==> src/rtl/beacon_sched_pkg.sv <==
// rtl/beacon_sched_pkg.sv - shared widths and FSM state encoding for the beacon scheduler
package beacon_sched_pkg;

    localparam int DEF_TIMER_WIDTH    = 64;
    localparam int DEF_INTERVAL_WIDTH = 32;
    localparam int DEF_LEAD_WIDTH     = 16;
    localparam int DEF_CNT_WIDTH      = 16;

    typedef enum logic [2:0] {
        ST_IDLE      = 3'd0,
        ST_ARM       = 3'd1,
        ST_WAIT      = 3'd2,
        ST_FIRE      = 3'd3,
        ST_WAIT_SENT = 3'd4
    } sched_state_e;

endpackage

==> src/rtl/beacon_tbtt_gen.sv <==
// rtl/beacon_tbtt_gen.sv - TBTT register, seed/advance adders, lead clamp and registered compares
module beacon_tbtt_gen
    import beacon_sched_pkg::*;
#(
    parameter int TIMER_WIDTH    = DEF_TIMER_WIDTH,
    parameter int INTERVAL_WIDTH = DEF_INTERVAL_WIDTH,
    parameter int LEAD_WIDTH     = DEF_LEAD_WIDTH
) (
    input  logic                      clk,
    input  logic                      rst,
    input  logic [TIMER_WIDTH-1:0]    tsf_runtime_val,
    input  logic [INTERVAL_WIDTH-1:0] beacon_interval,
    input  logic [LEAD_WIDTH-1:0]     max_lead,
    input  logic [TIMER_WIDTH-1:0]    prosessing_delay,
    input  logic                      seed,
    input  logic                      advance,
    output logic [TIMER_WIDTH-1:0]    next_tbtt,
    output logic                      fire_due,
    output logic                      missed
);

    logic [TIMER_WIDTH-1:0] next_tbtt_q, next_tbtt_d;
    logic [LEAD_WIDTH-1:0]  lead_q, lead_d;
    logic                   fire_due_q, fire_due_d;
    logic                   missed_q, missed_d;
    logic [TIMER_WIDTH-1:0] tsf_lead;

    always_comb begin
        if (prosessing_delay > TIMER_WIDTH'(max_lead)) begin
            lead_d = max_lead;
        end else begin
            lead_d = prosessing_delay[LEAD_WIDTH-1:0];
        end
        next_tbtt_d = next_tbtt_q;
        if (seed) begin
            next_tbtt_d = tsf_runtime_val + TIMER_WIDTH'(beacon_interval);
        end else if (advance) begin
            next_tbtt_d = next_tbtt_q + TIMER_WIDTH'(beacon_interval);
        end
        // Compare against the value being written so the flags are never one TBTT stale.
        tsf_lead   = tsf_runtime_val + TIMER_WIDTH'(lead_q);
        fire_due_d = (tsf_lead >= next_tbtt_d);
        missed_d   = (tsf_lead > next_tbtt_d);
    end

    always_ff @(posedge clk) begin
        if (rst) begin
            next_tbtt_q <= '0;
            lead_q      <= '0;
            fire_due_q  <= 1'b0;
            missed_q    <= 1'b0;
        end else begin
            next_tbtt_q <= next_tbtt_d;
            lead_q      <= lead_d;
            fire_due_q  <= fire_due_d;
            missed_q    <= missed_d;
        end
    end

    assign next_tbtt = next_tbtt_q;
    assign fire_due  = fire_due_q;
    assign missed    = missed_q;

endmodule

==> src/rtl/beacon_scheduler.sv <==
// rtl/beacon_scheduler.sv - beacon scheduling FSM with miss and TX-timeout counters
// Optional TX timeout is compiled in with BEACON_TIMEOUT_EN.
module beacon_scheduler
    import beacon_sched_pkg::*;
#(
    parameter int TIMER_WIDTH    = DEF_TIMER_WIDTH,
    parameter int INTERVAL_WIDTH = DEF_INTERVAL_WIDTH,
    parameter int LEAD_WIDTH     = DEF_LEAD_WIDTH,
    parameter int CNT_WIDTH      = DEF_CNT_WIDTH
) (
    input  logic                      clk,
    input  logic                      rst,
    input  logic                      enable,
    input  logic [INTERVAL_WIDTH-1:0] beacon_interval,
    input  logic [LEAD_WIDTH-1:0]     max_lead,
    input  logic [INTERVAL_WIDTH-1:0] timeout_us,
    input  logic [TIMER_WIDTH-1:0]    tsf_runtime_val,
    input  logic                      tsf_load,
    input  logic [TIMER_WIDTH-1:0]    prosessing_delay,
    input  logic                      sent_beacon,
    output logic                      start_beaconing,
    output logic                      beacon_busy,
    output logic [TIMER_WIDTH-1:0]    next_tbtt,
    output logic [CNT_WIDTH-1:0]      miss_count,
    output logic [CNT_WIDTH-1:0]      timeout_count,
    output logic [2:0]                sched_state
);

    sched_state_e         state_q, state_d;
    logic                 start_q, start_d;
    logic                 busy_q, busy_d;
    logic [CNT_WIDTH-1:0] miss_q, miss_d;
    logic [CNT_WIDTH-1:0] tmo_q, tmo_d;
    logic                 seed, advance, fire_due, missed, active, timeout_hit;

    beacon_tbtt_gen #(
        .TIMER_WIDTH    (TIMER_WIDTH),
        .INTERVAL_WIDTH (INTERVAL_WIDTH),
        .LEAD_WIDTH     (LEAD_WIDTH)
    ) u_tbtt_gen (
        .clk              (clk),
        .rst              (rst),
        .tsf_runtime_val  (tsf_runtime_val),
        .beacon_interval  (beacon_interval),
        .max_lead         (max_lead),
        .prosessing_delay (prosessing_delay),
        .seed             (seed),
        .advance          (advance),
        .next_tbtt        (next_tbtt),
        .fire_due         (fire_due),
        .missed           (missed)
    );

`ifdef BEACON_TIMEOUT_EN
    logic [TIMER_WIDTH-1:0] entry_q, entry_d;

    // A TSF reload re-bases the pending timeout onto the new time line.
    always_comb begin
        entry_d = entry_q;
        if (tsf_load || (state_q == ST_FIRE)) begin
            entry_d = tsf_runtime_val;
        end
        timeout_hit = busy_q && (state_q != ST_FIRE) && (timeout_us != '0) &&
                      ((tsf_runtime_val - entry_q) >= TIMER_WIDTH'(timeout_us));
    end

    always_ff @(posedge clk) begin
        if (rst) begin
            entry_q <= '0;
        end else begin
            entry_q <= entry_d;
        end
    end
`else
    logic unused_timeout;
    assign unused_timeout = ^timeout_us;
    assign timeout_hit    = 1'b0;
`endif

    always_comb begin
        active  = enable && (beacon_interval != '0);
        state_d = state_q;
        start_d = 1'b0;
        busy_d  = busy_q;
        miss_d  = miss_q;
        tmo_d   = tmo_q;
        seed    = 1'b0;
        advance = 1'b0;
        if (!active) begin
            state_d = ST_IDLE;
            busy_d  = 1'b0;
        end else begin
            if (busy_q && (state_q != ST_FIRE)) begin
                if (sent_beacon) begin
                    busy_d = 1'b0;
                end else if (timeout_hit) begin
                    busy_d = 1'b0;
                    tmo_d  = (&tmo_q) ? tmo_q : tmo_q + CNT_WIDTH'(1);
                end
            end
            if (tsf_load && (state_q != ST_IDLE)) begin
                seed    = 1'b1;
                state_d = ST_WAIT;
            end else begin
                case (state_q)
                    ST_IDLE: begin
                        seed    = 1'b1;
                        state_d = ST_WAIT;
                    end
                    ST_ARM: begin
                        if (missed) begin
                            advance = 1'b1;
                            miss_d  = (&miss_q) ? miss_q : miss_q + CNT_WIDTH'(1);
                        end else begin
                            state_d = ST_WAIT;
                        end
                    end
                    ST_WAIT: begin
                        if (fire_due && !busy_q) begin
                            state_d = ST_FIRE;
                            start_d = 1'b1;
                            busy_d  = 1'b1;
                        end
                    end
                    ST_FIRE: state_d = ST_WAIT_SENT;
                    ST_WAIT_SENT: begin
                        if (sent_beacon || timeout_hit) begin
                            advance = 1'b1;
                            state_d = ST_ARM;
                        end
                    end
                    default: state_d = ST_IDLE;
                endcase
            end
        end
    end

    always_ff @(posedge clk) begin
        if (rst) begin
            state_q <= ST_IDLE;
            start_q <= 1'b0;
            busy_q  <= 1'b0;
            miss_q  <= '0;
            tmo_q   <= '0;
        end else begin
            state_q <= state_d;
            start_q <= start_d;
            busy_q  <= busy_d;
            miss_q  <= miss_d;
            tmo_q   <= tmo_d;
        end
    end

    assign start_beaconing = start_q;
    assign beacon_busy     = busy_q;
    assign miss_count      = miss_q;
    assign timeout_count   = tmo_q;
    assign sched_state     = state_q;

endmodule

==> config.mk <==
export PLATFORM = sky130hd
export DESIGN_NAME = beacon_scheduler
export DESIGN_NICKNAME = d
export VERILOG_FILES = /design/src/rtl/beacon_sched_pkg.sv /design/src/rtl/beacon_tbtt_gen.sv /design/src/rtl/beacon_scheduler.sv
export SDC_FILE = /design/constraint.sdc
export NUM_CORES = 1
export LEC_CHECK = 0
export ABC_AREA = 1
export BUFFER_PORTS_ARGS = -buffer_cell sky130_fd_sc_hd__buf_2
export CORE_MARGIN = 3
export CORE_UTILIZATION = 58
export DETAILED_ROUTE_END_ITERATION = 6
export PLACE_DENSITY = 0.83
export SETUP_SLACK_MARGIN = 0.15
export SYNTH_ARGS = -nofsm -noshare
export SYNTH_HDL_FRONTEND = slang
export SYNTH_SLANG_ARGS = --single-unit
==> constraint.sdc <==
create_clock -name clk -period 4.3 [get_ports clk]
set_clock_uncertainty 0.15 [all_clocks]
set_input_delay 0.215 -clock clk [delete_from_list [all_inputs] [get_ports clk]]
set_output_delay 0.215 -clock clk [all_outputs]
set_load 0.005 [all_outputs]
* Word level (Yosys, flattened, before mapping)
Index checks and enable logic that the tools add are counted.
** Cells by class
- Add/sub/neg operators :: 4
- $lt $le $gt $ge :: 3
- Eq/ne operators :: 11
- Mux-type cells :: 22
- Bitwise operators :: 4
- Reductions and logical operators :: 15
** Operators with widths (count)
- 64-bit by 32-bit adder with 64-bit output :: 2
- 64-bit 2-to-1 mux :: 2
- 64-bit by 16-bit adder with 64-bit output :: 1
- 64-bit greater-or-equal comparator :: 1
- 64-bit by 16-bit > comparator with 1-bit output :: 1
- 64-bit > comparator :: 1
- 32-bit nonzero test :: 1
- 16-bit by 1-bit adder with 16-bit output, second input constant :: 1
- 16-bit 2-to-1 mux :: 1
- 16-bit AND reduction :: 1
- 3-bit case mux with 5 select lines :: 1
- 1-bit 2-to-1 mux :: 13
- 3-bit 2-to-1 mux :: 3
- 3-bit inequality test, second input constant :: 3
- 3-bit by 2-bit equality test with 1-bit output, second input constant :: 2
- 2-bit inequality test, second input constant :: 3
- 3-bit AND reduction :: 2
- 5-bit AND reduction :: 1
- 1-bit logical AND :: 4
- 1-bit NOT :: 4
- 4-bit OR reduction :: 1
- 3-bit by 1-bit equality test with 1-bit output, second input constant :: 1
- 3-bit equality test, second input constant :: 1
- 3-bit zero test :: 1
- other kinds (7) :: 7
** Word-level totals
- Register bits after elaboration :: 103
- Logic and storage cells :: 68

* Longest topological paths before layout
- Depth after elaboration :: 7
- Mapped depth :: 28

* By module
From an unflattened synthesis, not the netlist that was laid out.
** Unflattened totals
- Cells, all modules :: 3030
- Area total of the unflattened synthesis :: 16787.4 µm²
** By module, submodules not included
- beacon_tbtt_gen :: instances 1, cells an instance 2793, area an instance 15162.0 µm², sequential area each 1641.6 µm²
- beacon_scheduler :: instances 1, cells an instance 237, area an instance 1625.3 µm², sequential area each 420.4 µm²

* Worst setup path before layout
OpenSTA, ideal clock, no wires.
- Path kind :: reg-to-reg
- Start point :: register u_tbtt_gen.next_tbtt_q[0] (netlist: u_tbtt_gen.next_tbtt[0])
- End point :: register u_tbtt_gen.missed_q (netlist: u_tbtt_gen.missed)
- Arrival :: 2904 ps
- Data required time :: 4030 ps
- Path slack :: 1125 ps
- Stages on the path, launching flop included :: 25
- Cells stage by stage :: dfxtp_1 > ha_1 > fa_1 > nand3_1 > nand3_1 > nand2_1 > nand2_1 > nand2_1 > nand2_1 > nand2_1 > nand3_1 > nand2_1 > nand2_1 > nand3_1 > nand2_1 > ha_1 > nand2_1 > inv_1 > nand3_1 > nor2_1 > nand4_1 > nor3_1 > nand3_1 > nand2_1 > a21oi_1
** On the way
- Word-level cells in the longest chain between the ends :: 4
** Ends and longest elaborated chain
- from (decl) :: RTL line beacon_tbtt_gen.sv:22 : logic [TIMER_WIDTH-1:0] next_tbtt_q, next_tbtt_d;
- from (signal assigned) :: RTL line beacon_tbtt_gen.sv:53 : next_tbtt_q <= next_tbtt_d;
- 64-bit by 32-bit adder with 64-bit output :: RTL line beacon_tbtt_gen.sv:38 : next_tbtt_d = next_tbtt_q + TIMER_WIDTH'(beacon_interval);
- 64-bit 2-to-1 mux (*) :: RTL line beacon_tbtt_gen.sv:37 : end else if (advance) begin
- 64-bit 2-to-1 mux (*) :: RTL line beacon_tbtt_gen.sv:35 : if (seed) begin
- 64-bit > comparator (*) :: RTL line beacon_tbtt_gen.sv:43 : missed_d = (tsf_lead > next_tbtt_d);
- to (signal assigned) :: RTL line beacon_tbtt_gen.sv:56 : missed_q <= missed_d;
- to (decl) :: RTL line beacon_tbtt_gen.sv:25 : logic missed_q, missed_d;
Mark *: on every way between the ends. The rest lies on a longest branch, timed or not.
A chain may end at the register's enable or synchronous reset.

* Worst setup path in the final report
- Start point :: register u_tbtt_gen.next_tbtt_q[15] (netlist: u_tbtt_gen.next_tbtt[15])
- End point :: register u_tbtt_gen.fire_due_q (netlist: u_tbtt_gen.fire_due)
** On the way
- Word-level cells in the longest chain between the ends :: 4
** Ends and longest elaborated chain
- 64-bit by 32-bit adder with 64-bit output :: RTL line beacon_tbtt_gen.sv:38
- 64-bit 2-to-1 mux (*) :: RTL line beacon_tbtt_gen.sv:37
- 64-bit 2-to-1 mux (*) :: RTL line beacon_tbtt_gen.sv:35
- 64-bit greater-or-equal comparator (*) :: RTL line beacon_tbtt_gen.sv:42 : fire_due_d = (tsf_lead >= next_tbtt_d);
- to (signal assigned) :: RTL line beacon_tbtt_gen.sv:55 : fire_due_q <= fire_due_d;
- to (decl) :: RTL line beacon_tbtt_gen.sv:24 : logic fire_due_q, fire_due_d;
Marked as above.

==> qor.txt <==
TritonCTS Buffers = 9
Min Tclk post-route = 3.94 ns
Clk slew on worst S/H paths = 0.10 ns
Fin crit share = 91.7%
RSZ-0062 raised after global routing = no
# setup viols final = 0
Drt via density = 5.74
Gr usage total = 43.1%
Peak VDD IR = 0.252 mV
Final count of hold timing violations = 0
Clock Sinks = 103
TritonCTS clock tree = yes
Power per cell area = 208 mW/mm2
Detailed placer's ending HPWL = 57.2 mm
Max-cap violations = 0
Die width = 175 um
GPL Wtd Cong = 1.13
LEAKAGE = 10.5 nW
Synthesized cell area = 0.0166 mm2
Met1 GRT Util = 54.6%
Setup TNS = 0 ns
Vias in the first global route = 20000
Final ANT Viol Nets = 0
Rel. slew slack = 36.0%
GR Util met3 = 9.94%
IO buf count = 265
Syn Inst Count = 3082
Critical path endpoint category = register
Layout fillers = 2690
Place WS = 0.334 ns
Fin util = 67.6%
Fmax = 254 MHz
Placed Cells = 3693
Synth Register Bits = 103
Status = complete, no violations
DRC = 0
Actual slew at the worst max-slew pin = 0.960 ns
Area Overhead vs Synth = 14.0%
Final nets = 3735
Core region area = 0.0280 mm2
Post-synthesis sequential area ratio = 12.4%
Initial antenna violation count = 9
Share of cells above drive strength 1 = 10.8%
Clock buffer depth = 2
Crit Path Max Fanout = 4
YS warnings = 0
Site row count = 61
Primary FF master, synth = dfxtp_1
Global route hottest layer = met2
Met2 GRT Util = 68.7%
Die area = 0.0307 mm2
Routed WL = 69.2 mm
Worst path required time = 4.43 ns
Worst-Skew Late Latency = 0.38 ns
Root Buffer = clkbuf_16
Crit path kind = reg2reg
Startpoint types = register
Asr flop ratio synth = 0%
Slew Limit Fails = 0
Largest net degree at the start of global routing = 87
Pre-antenna DRT Iters = 6
Final setup margin = 0.359 ns
Worst EP arrival = 4.07 ns
Total gr overflow = 0
Wire per inst = 18.5 um
H-tree depth = 3
Mapped Avg Cell Area = 5.39 um2
IO Count = 314
Layout Cells excl Fill = 3749
Synth cell types = 48
Hold WC Path Type = in2reg
Via count = 21500
Chip height = 175 um
First-pass GRT wire length = 104 mm
Starting density of the core = 59.4%
DR iter-0 viols = 2950
EDFF count, synth = 0
==> synth_stat cells, types with 2 or more instances <==
library cell | n | area share, %
nor2_2 | 11 | 0.41
o21bai_1 | 6 | 0.27
clkbuf_1 | 20 | 0.45
inv_2 | 9 | 0.20
o21ai_1 | 23 | 0.69
nor3_1 | 47 | 1.4
or2_2 | 14 | 0.53
inv_1 | 536 | 12
xor2_1 | 61 | 3.2
dfxtp_1 | 103 | 12
and2_1 | 12 | 0.45
ha_1 | 161 | 12
a31oi_1 | 5 | 0.19
o21ai_0 | 69 | 2.1
nand2_2 | 7 | 0.26
nand3_2 | 2 | 0.12
a21oi_1 | 183 | 5.5
or2_1 | 5 | 0.19
nand3b_1 | 12 | 0.54
a21o_1 | 6 | 0.27
nor3_2 | 6 | 0.36
o21a_1 | 2 | 0.090
nand3_1 | 273 | 8.2
nor2_1 | 312 | 7.0
o211ai_1 | 4 | 0.18
nand4_1 | 64 | 2.4
buf_4 | 19 | 0.86
nor4_1 | 21 | 0.79
nand2_1 | 1017 | 23
buf_2 | 17 | 0.51
buf_6 | 3 | 0.20
a21boi_0 | 5 | 0.23
nor3b_1 | 3 | 0.14
xnor2_1 | 28 | 1.5
fa_1 | 3 | 0.36
==> metal layers <==
metal	wire length, um	vias to the layer above
met2	30100	1454
met5	13	-
met3	9000	270
met4	4020	2
met1	26100	9516
li1	-	10300
==> cells by family after synthesis <==
group	count (synthesis)	share of synthesized area [%]
AND/OR/NAND/NOR	1809	46.1
buffers and inverters	604	14.3
AO/OA/AOI/OAI	312	10.0
adder cells (fa/ha/maj)	164	12.5
flip-flops	103	12.4
other	1	0.0226
XOR/XNOR	89	4.69
==> worst paths after layout <==
check / endpoint / from / depth (start not counted) / slack, ns
min: u_tbtt_gen.lead_q[0] / prosessing_delay[0] / 3 / 0.02
max: u_tbtt_gen.fire_due / u_tbtt_gen.next_tbtt[15] / 24 / 0.36
min reg2reg: miss_count[9] / miss_count[9] / 2 / 0.36
max reg2reg: u_tbtt_gen.fire_due / u_tbtt_gen.next_tbtt[15] / 24 / 0.36
==> area by class of cell <==
| class | instances | area, um2 | area share (%) |
|---|---|---|---|
| tap | 378 | 473 | 2.50 |
| sequential | 103 | 2060 | 10.9 |
| timing repair buffer | 309 | 1760 | 9.28 |
| antenna | 8 | 20.0 | 0.106 |
| inverter | 545 | 2050 | 10.8 |
| multi-input combinational | 2390 | 12300 | 64.8 |
| clock inverter | 7 | 73.8 | 0.390 |
| clock buffer | 9 | 225 | 1.19 |
==> registers in the layout, indices dropped and copies added, names as in the netlist <==
| name | flops |
|---|---|
| u_tbtt_gen.lead_q | 16 |
| sched_state | 3 |
| start_beaconing | 1 |
| u_tbtt_gen.next_tbtt | 64 |
| beacon_busy | 1 |
| u_tbtt_gen.fire_due | 1 |
| u_tbtt_gen.missed | 1 |
| miss_count | 16 |
==> report_power, final <==
group	internal, mW	leakage, nW	switching, mW
clock network	0.413	0.147	0.449
logic	0.674	9.47	1.30
registers	1.02	0.850	0.0845
==> worst max-delay path, stage by stage, from the launching register on <==
cell	delay (ns)
dfxtp_1	0.35
ha_1	0.38
nand2_1	0.13
nor2_1	0.20
inv_1	0.07
nor2_2	0.18
nand4_1	0.11
nand3_1	0.21
nand2_1	0.10
nand2_1	0.22
nand2_1	0.08
nand2_1	0.07
nand3_1	0.08
and2_1	0.17
ha_1	0.33
a21oi_1	0.21
o21ai_0	0.16
nand2_1	0.08
o211ai_1	0.08
nand2_1	0.08
nand2_1	0.06
a21oi_1	0.18
nand2_1	0.08
nand2_1	0.05
nand2_1	0.05
==> placed cells by master (no fill, tap or decap), types with 6 or more instances in the layout <==
cell / instances
nand2_1: 1017
inv_1: 536
nor2_1: 309
nand3_1: 269
buf_2: 265
a21oi_1: 182
ha_1: 160
dfxtp_1: 102
o21ai_0: 67
nand4_1: 64
xor2_1: 61
nor3_1: 46
dlygate4sd3_1: 31
xnor2_1: 28
o21ai_1: 24
nor4_1: 21
conb_1: 16
or2_2: 14
nor2_2: 13
and2_1: 12
nand3b_1: 12
buf_4: 11
clkbuf_16: 9
diode_2: 8
inv_2: 8
nand2_2: 7
nor3_2: 7
nand3_2: 6
a21o_1: 6
o21bai_1: 6
==> through the flow <==
| step | hold slack [ns] | power [mW] | area, um2 |
|---|---|---|---|
| 2_1_floorplan | 0.209 | 2.32 | 16700 |
| 3_3_place_gp | 0.334 | 2.89 | 18300 |
| 3_5_place_dp | 0.338 | 2.96 | 18300 |
| 4_1_cts | 0.00905 | 3.82 | 18900 |
| 5_1_grt | 0.0149 | 4.16 | 18900 |
| 6_report | 0.0165 | 3.94 | 18900 |
==> what timing repair did <==
item / 4_1_cts / 5_1_grt
setup endpoints to repair: 0 / 2
hold buffers: 31 / 0
gates resized for setup: 0 / 16
buffers inserted: 0 / 1
endpoints found under the hold margin: 21 / 0
Note: power is estimated with default switching activity, not from simulation.
